## config.mk

```make
export PLATFORM = sky130hd
export DESIGN_NAME = dsm_capture_buffer
export DESIGN_NICKNAME = d
export VERILOG_FILES = /design/src/rtl/dsm_buffer_pkg.sv /design/src/rtl/dsm_buffer_ram.sv /design/src/rtl/dsm_capture_buffer.sv
export SDC_FILE = /design/constraint.sdc
export NUM_CORES = 1
export LEC_CHECK = 0
export CORE_ASPECT_RATIO = 0.7
export CORE_MARGIN = 2
export CORE_UTILIZATION = 25
export DETAILED_ROUTE_END_ITERATION = 10
export GPL_TIMING_DRIVEN = 0
export PLACE_DENSITY = 0.51
export REMOVE_ABC_BUFFERS = 1
export SLEW_MARGIN = 20
export SYNTH_ARGS = -nofsm -noshare
export SYNTH_HDL_FRONTEND = slang
export SYNTH_SLANG_ARGS = --single-unit
```

## constraint.sdc

```tcl
create_clock -name internal_clk -period 2.75 [get_ports internal_clk]
set_input_delay 0.55 -clock internal_clk [delete_from_list [all_inputs] [get_ports internal_clk]]
set_output_delay 0.55 -clock internal_clk [all_outputs]
set_load 0.1 [all_outputs]
```

## src/rtl/dsm_buffer_pkg.sv

```systemverilog
// Shared definitions for the delta-sigma capture/playback buffer:
// write-side state encodings and a constant-safe clog2 helper.
package dsm_buffer_pkg;

  typedef enum logic [1:0] {
    W_IDLE = 2'd0,
    W_FILL = 2'd1,
    W_FULL = 2'd2
  } wr_state_e;

  // Address width for a given depth, never less than one bit.
  function automatic int clog2_min1(input int value);
    int r;
    r = 1;
    for (int i = 1; i < 32; i++) begin
      if ((1 << i) < value) r = i + 1;
    end
    return r;
  endfunction

endpackage

```

## src/rtl/dsm_buffer_ram.sv

```systemverilog
// Simple dual-port sample RAM: one write port, one synchronous read port.
// No reset on storage or read register.
module dsm_buffer_ram #(
  parameter int WIDTH  = 4,
  parameter int DEPTH  = 16,
  parameter int ADDR_W = 4
) (
  input  logic              clk,
  input  logic              wr_en,
  input  logic [ADDR_W-1:0] wr_addr,
  input  logic [WIDTH-1:0]  wr_data,
  input  logic              rd_en,
  input  logic [ADDR_W-1:0] rd_addr,
  output logic [WIDTH-1:0]  rd_data
);

  logic [WIDTH-1:0] mem_q [DEPTH];
  logic [WIDTH-1:0] rd_data_q;

  always_ff @(posedge clk) begin
    if (wr_en) mem_q[wr_addr] <= wr_data;
    if (rd_en) rd_data_q <= mem_q[rd_addr];
  end

  assign rd_data = rd_data_q;

endmodule

```

## src/rtl/dsm_capture_buffer.sv

```systemverilog
// Multi-channel delta-sigma capture/playback buffer (single clock domain).
// Optional feature macro: DSM_UNDERRUN_CNT_EN adds a saturating underrun_cnt output.
module dsm_capture_buffer
  import dsm_buffer_pkg::*;
#(
  parameter int  MOD_BITS = 4,
  parameter int  SAMPLES  = 16,
  parameter int  CHANNELS = 1,
  localparam int PTR_W    = clog2_min1(SAMPLES),
  localparam int W        = CHANNELS * MOD_BITS
) (
  input  logic           internal_clk,
  input  logic           internal_rst,
  input  logic           cap_start,
  input  logic           cap_valid,
  input  logic [W-1:0]   cap_data,
  input  logic           play_en,
  input  logic           play_loop,
  input  logic           play_ready,
  output logic [W-1:0]   internal_bit,
  output logic           internal_valid,
  output logic [PTR_W:0] fill_level,
  output logic [1:0]     wr_state,
  output logic           overflow,
  output logic           play_done
`ifdef DSM_UNDERRUN_CNT_EN
  ,
  output logic [15:0]    underrun_cnt
`endif
);

  localparam int CNT_W = PTR_W + 1;
  localparam logic [CNT_W-1:0] LAST_IDX  = CNT_W'(SAMPLES - 1);
  localparam logic [CNT_W-1:0] DEPTH_CNT = CNT_W'(SAMPLES);

  wr_state_e        wr_state_q, wr_state_d;
  logic [CNT_W-1:0] fill_q, fill_d;
  logic             overflow_q, overflow_d;
  logic [CNT_W-1:0] rd_ptr_q, rd_ptr_d;
  logic             valid_q, valid_d;
  logic             done_q, done_d;
  logic             loaded_q, loaded_d;
  logic             wr_en;
  logic             transfer;
  logic             load;
  logic [W-1:0]     ram_rd_data;

  // Write side: cap_start restarts from any state and drops a same-cycle sample.
  always_comb begin
    wr_state_d = wr_state_q;
    fill_d     = fill_q;
    overflow_d = overflow_q;
    wr_en      = 1'b0;
    if (cap_start) begin
      wr_state_d = W_FILL;
      fill_d     = '0;
      overflow_d = 1'b0;
    end else begin
      case (wr_state_q)
        W_FILL: begin
          if (cap_valid) begin
            wr_en  = 1'b1;
            fill_d = fill_q + CNT_W'(1);
            if (fill_q == LAST_IDX) wr_state_d = W_FULL;
          end
        end
        W_FULL: begin
          if (cap_valid) overflow_d = 1'b1;
        end
        default: ;
      endcase
    end
  end

  // Read side: rd_ptr < fill_q keeps reads strictly behind the write address.
  assign transfer = valid_q && play_ready;
  assign load     = (!valid_q || transfer) && play_en && !done_q && !cap_start
                    && (rd_ptr_q < fill_q);

  always_comb begin
    rd_ptr_d = rd_ptr_q;
    valid_d  = valid_q;
    done_d   = done_q;
    loaded_d = loaded_q | load;
    if (cap_start || !play_en) begin
      rd_ptr_d = '0;
      valid_d  = 1'b0;
      done_d   = 1'b0;
    end else if (load) begin
      valid_d = 1'b1;
      if (rd_ptr_q == LAST_IDX) begin
        rd_ptr_d = (play_loop && wr_state_q == W_FULL) ? '0 : DEPTH_CNT;
      end else begin
        rd_ptr_d = rd_ptr_q + CNT_W'(1);
      end
    end else if (transfer) begin
      valid_d = 1'b0;
      // A parked pointer means the sample just taken was the last one.
      if (rd_ptr_q == DEPTH_CNT) done_d = 1'b1;
    end
  end

  always_ff @(posedge internal_clk or posedge internal_rst) begin
    if (internal_rst) begin
      wr_state_q <= W_IDLE;
      fill_q     <= '0;
      overflow_q <= 1'b0;
      rd_ptr_q   <= '0;
      valid_q    <= 1'b0;
      done_q     <= 1'b0;
      loaded_q   <= 1'b0;
    end else begin
      wr_state_q <= wr_state_d;
      fill_q     <= fill_d;
      overflow_q <= overflow_d;
      rd_ptr_q   <= rd_ptr_d;
      valid_q    <= valid_d;
      done_q     <= done_d;
      loaded_q   <= loaded_d;
    end
  end

  // The RAM read register is the output register; masked until first load so reset reads 0.
  dsm_buffer_ram #(
    .WIDTH (W),
    .DEPTH (SAMPLES),
    .ADDR_W(PTR_W)
  ) u_ram (
    .clk    (internal_clk),
    .wr_en  (wr_en),
    .wr_addr(fill_q[PTR_W-1:0]),
    .wr_data(cap_data),
    .rd_en  (load),
    .rd_addr(rd_ptr_q[PTR_W-1:0]),
    .rd_data(ram_rd_data)
  );

  assign internal_bit   = loaded_q ? ram_rd_data : '0;
  assign internal_valid = valid_q;
  assign fill_level     = fill_q;
  assign wr_state       = wr_state_q;
  assign overflow       = overflow_q;
  assign play_done      = done_q;

`ifdef DSM_UNDERRUN_CNT_EN
  logic [15:0] underrun_q, underrun_d;

  always_comb begin
    underrun_d = underrun_q;
    if (cap_start) begin
      underrun_d = '0;
    end else if (play_en && !done_q && !valid_q && wr_state_q != W_IDLE
                 && underrun_q != 16'hFFFF) begin
      underrun_d = underrun_q + 16'd1;
    end
  end

  always_ff @(posedge internal_clk or posedge internal_rst) begin
    if (internal_rst) underrun_q <= '0;
    else              underrun_q <= underrun_d;
  end

  assign underrun_cnt = underrun_q;
`endif

endmodule

```

==> qor.yml <==
outcome: "finished clean"
r2r_cells: 10
avgSynthCellArea_um2: 11.0
drt_first_pass_iters: 5
io_pins: 53
die_y_um: 150
synth.cell_area_um2: 7570
rr_startpoint: "fill_level[26]$_DFFE_PP0P_"
critPathBufInv: 1
core_um2: 29900
mostFrequentLayoutCell: "edfxtp_1"
cp_max_fo: 5
rows: 53
top_layer: "met4"
wl_met3_um: 1100
crit_chain: "clkdlybuf4s50_1"
routed_wl_um: 21000
endpoint_kind: "output port"
dp_cells: 1132
period_share_pct: 98.6
track_usage_pct: 13.8
grt-ovfl-total: 0
hold_buffers: 0
wl_met2_um: 9140
cts_inserted_buffers: 17
wl_per_cell_um: 17.6
hold_violations: 0
worstPathArrival_ns: 2.16
path_clk_slew_ns: 0.07
clkLatencyLatePin_ns: 0.44
via_count: 5811
crit_path_start_kind: "flop"
die_x_um: 212
peakVddDrop_mv: 0.343
final_cell_count_no_fill: 1192
cp.depth: 1
async_flop_share_pct: 51.4
crit_end: "fill_level[5]"
io_buffer_count: 52
clockBufferDepth: 2
drive_gt1_share_pct: 16.7
syn_inst: 690
cts.sinks: 140
gp_congestion: 0.823
initial_core_util_pct: 25.3
synth_edf_count: 68
cp_slowest_cell: "clkdlybuf4s50_1"
hp-class: "primary input to asynchronous set/reset pin"
grt_pass1_wl_um: 33200
final_nets: 816
cap_violations: 0
finalSetupViolCount: 0
h-tree-depth: 4
relSlewSlack_pct: 31.7
min_period_ns: 2.71
worstPathRequired_ns: 2.20
cpPeakStageDelay_ns: 1.20
worstMarginPinSlew_ns: 1.02
crit_type: "flop to output port"
fmax_ghz: 0.369
cts-root-buf: "clkbuf_16"
fin_skew_ns: 0.0222
cts_tree: "built"
mostFrequentLayoutCells: "68 x edfxtp_1, 59 x inv_1, 56 x nand2_1, 56 x nor2_1, 55 x dfrtp_1"
ys_types: 59
synth-seq-area-share_pct: 50.8
rr_endpoint: "rd_ptr_q[28]$_DFFE_PP0P_"
path_delay_family: "buffers and inverters"
drt_iter0_drc: 492
p_per_area_nw_per_um2: 511
startpoint: "fill_level[5]$_DFFE_PP0P_"
antenna_found_initial: 0
grt_pass1_vias: 5552
power_mw: 4.88
rsz0062_at_grt: "no"
r2r_slack_ns: 0.11
drt-met1-wl_um: 10500
ant_nets: 0
antennaDiodeCount: 0
yosysWarnings: 0
ys_ff_latch: 140
die_area_um2: 31700
grt_max_degree: 51
syn_to_final_growth_pct: 26.3
leakage_nw: 3.38
synth_flop_cell: "dfrtp_1"
maxSlewViolCount: 0
dp_hpwl_um: 14500
drc: 0
vias_per_cell: 4.88
utilization_pct: 32.0
## what timing repair did
action | 4_1_cts | 5_1_grt
endpoints found under the setup margin | 41 | 40
gates cloned | 2 | 0
pin swaps | 8 | 8
setup buffers | 11 | 15
gates resized for setup | 27 | 17
endpoints found under the hold margin | 0 | 0
## cells in the mapped netlist, types with 3 or more instances
cell type	count	area, um2
and4_1	5	43.8
a21oi_1	24	120
o211ai_1	8	60.1
nor2b_1	3	18.8
or3_1	9	56.3
inv_1	61	229
o221ai_1	14	123
o21a_1	4	30.0
a221o_1	4	40.0
nand2b_1	5	31.3
clkbuf_8	3	41.3
and2_1	18	113
buf_1	4	15.0
mux4_2	20	450
or4_1	15	113
clkbuf_1	14	52.6
nand2_1	57	214
nor3_1	28	140
ha_1	38	475
or2_2	3	18.8
nand4_1	31	194
dfrtp_1	72	1800
nand3_1	15	75.1
o2111ai_1	3	26.3
nor4_1	21	131
edfxtp_1	68	2040
nor2_1	56	210
xnor2_1	27	236
o21ai_0	20	100
## sequential cells by signal, indices dropped and copies added, names as in the netlist
register / flops
u_ram.rd_data: 4
rd_ptr_q: 33
overflow: 1
play_done: 1
u_ram.mem_q: 64
fill_level: 33
internal_valid: 1
loaded_q: 1
wr_state: 2
## stage by stage
step                instance area [um2]  TNS [ns]  hold slack (ns)  worst slack, ns
finish                             9560         0            0.421           0.0386
global route                       9560         0            0.441         0.000361
CTS                                9390  -0.00221            0.431         -0.00221
detailed placement                 8570    -45.77            0.494            -1.48
global placement                   8480   -218.76            0.495            -3.02
floorplan                          7440    -39.21            0.468            -1.33
## layout make-up
class | count | area (um2)
multi-input cells | 466 | 3530
clock buffers | 17 | 425
flip-flops and latches | 140 | 3870
fillers | 3073 | 20400
inverters | 61 | 231
well taps | 412 | 515
clock inverters | 15 | 170
repair buffers | 81 | 812
## cells by family after synthesis
family | Yosys count | synth area share, %
AOI/OAI and AO/OA | 94 | 8.45
xor gates and xnor gates | 27 | 3.12
adders and majority gates | 38 | 6.28
buffers and inverters | 86 | 4.73
DFF | 140 | 50.8
muxes | 21 | 6.08
and+or+nand+nor | 284 | 20.5
## per-layer routing
metal  up-vias  global-route usage [%]
met5         -                       0
met1      2895                    20.6
met3        19                    2.98
met2       162                    19.7
li1       2735                       -
met4         0                    4.23
## where the power goes
part / leakage [nW] / total [mW] / internal, mW / switching [mW]
Sequential: 1.58 / 2.22 / 2.21 / 0.0101
Clock: 0.288 / 2.29 / 1.22 / 1.07
Combinational: 1.51 / 0.370 / 0.132 / 0.238
Total: 3.38 / 4.88 / 3.57 / 1.32
## worst min path at each step
stage / cells past startpoint / end / start
finish: 2 / fill_level[1]$_DFFE_PP0P_ / internal_rst
global route: 2 / fill_level[0]$_DFFE_PP0P_ / internal_rst
CTS: 2 / fill_level[1]$_DFFE_PP0P_ / internal_rst
detailed placement: 2 / overflow$_DFFE_PP0P_ / overflow$_DFFE_PP0P_
global placement: 2 / overflow$_DFFE_PP0P_ / overflow$_DFFE_PP0P_
floorplan: 1 / loaded_q$_DFF_PP0_ / loaded_q$_DFF_PP0_
Note: power is estimated with default switching activity, not from simulation.
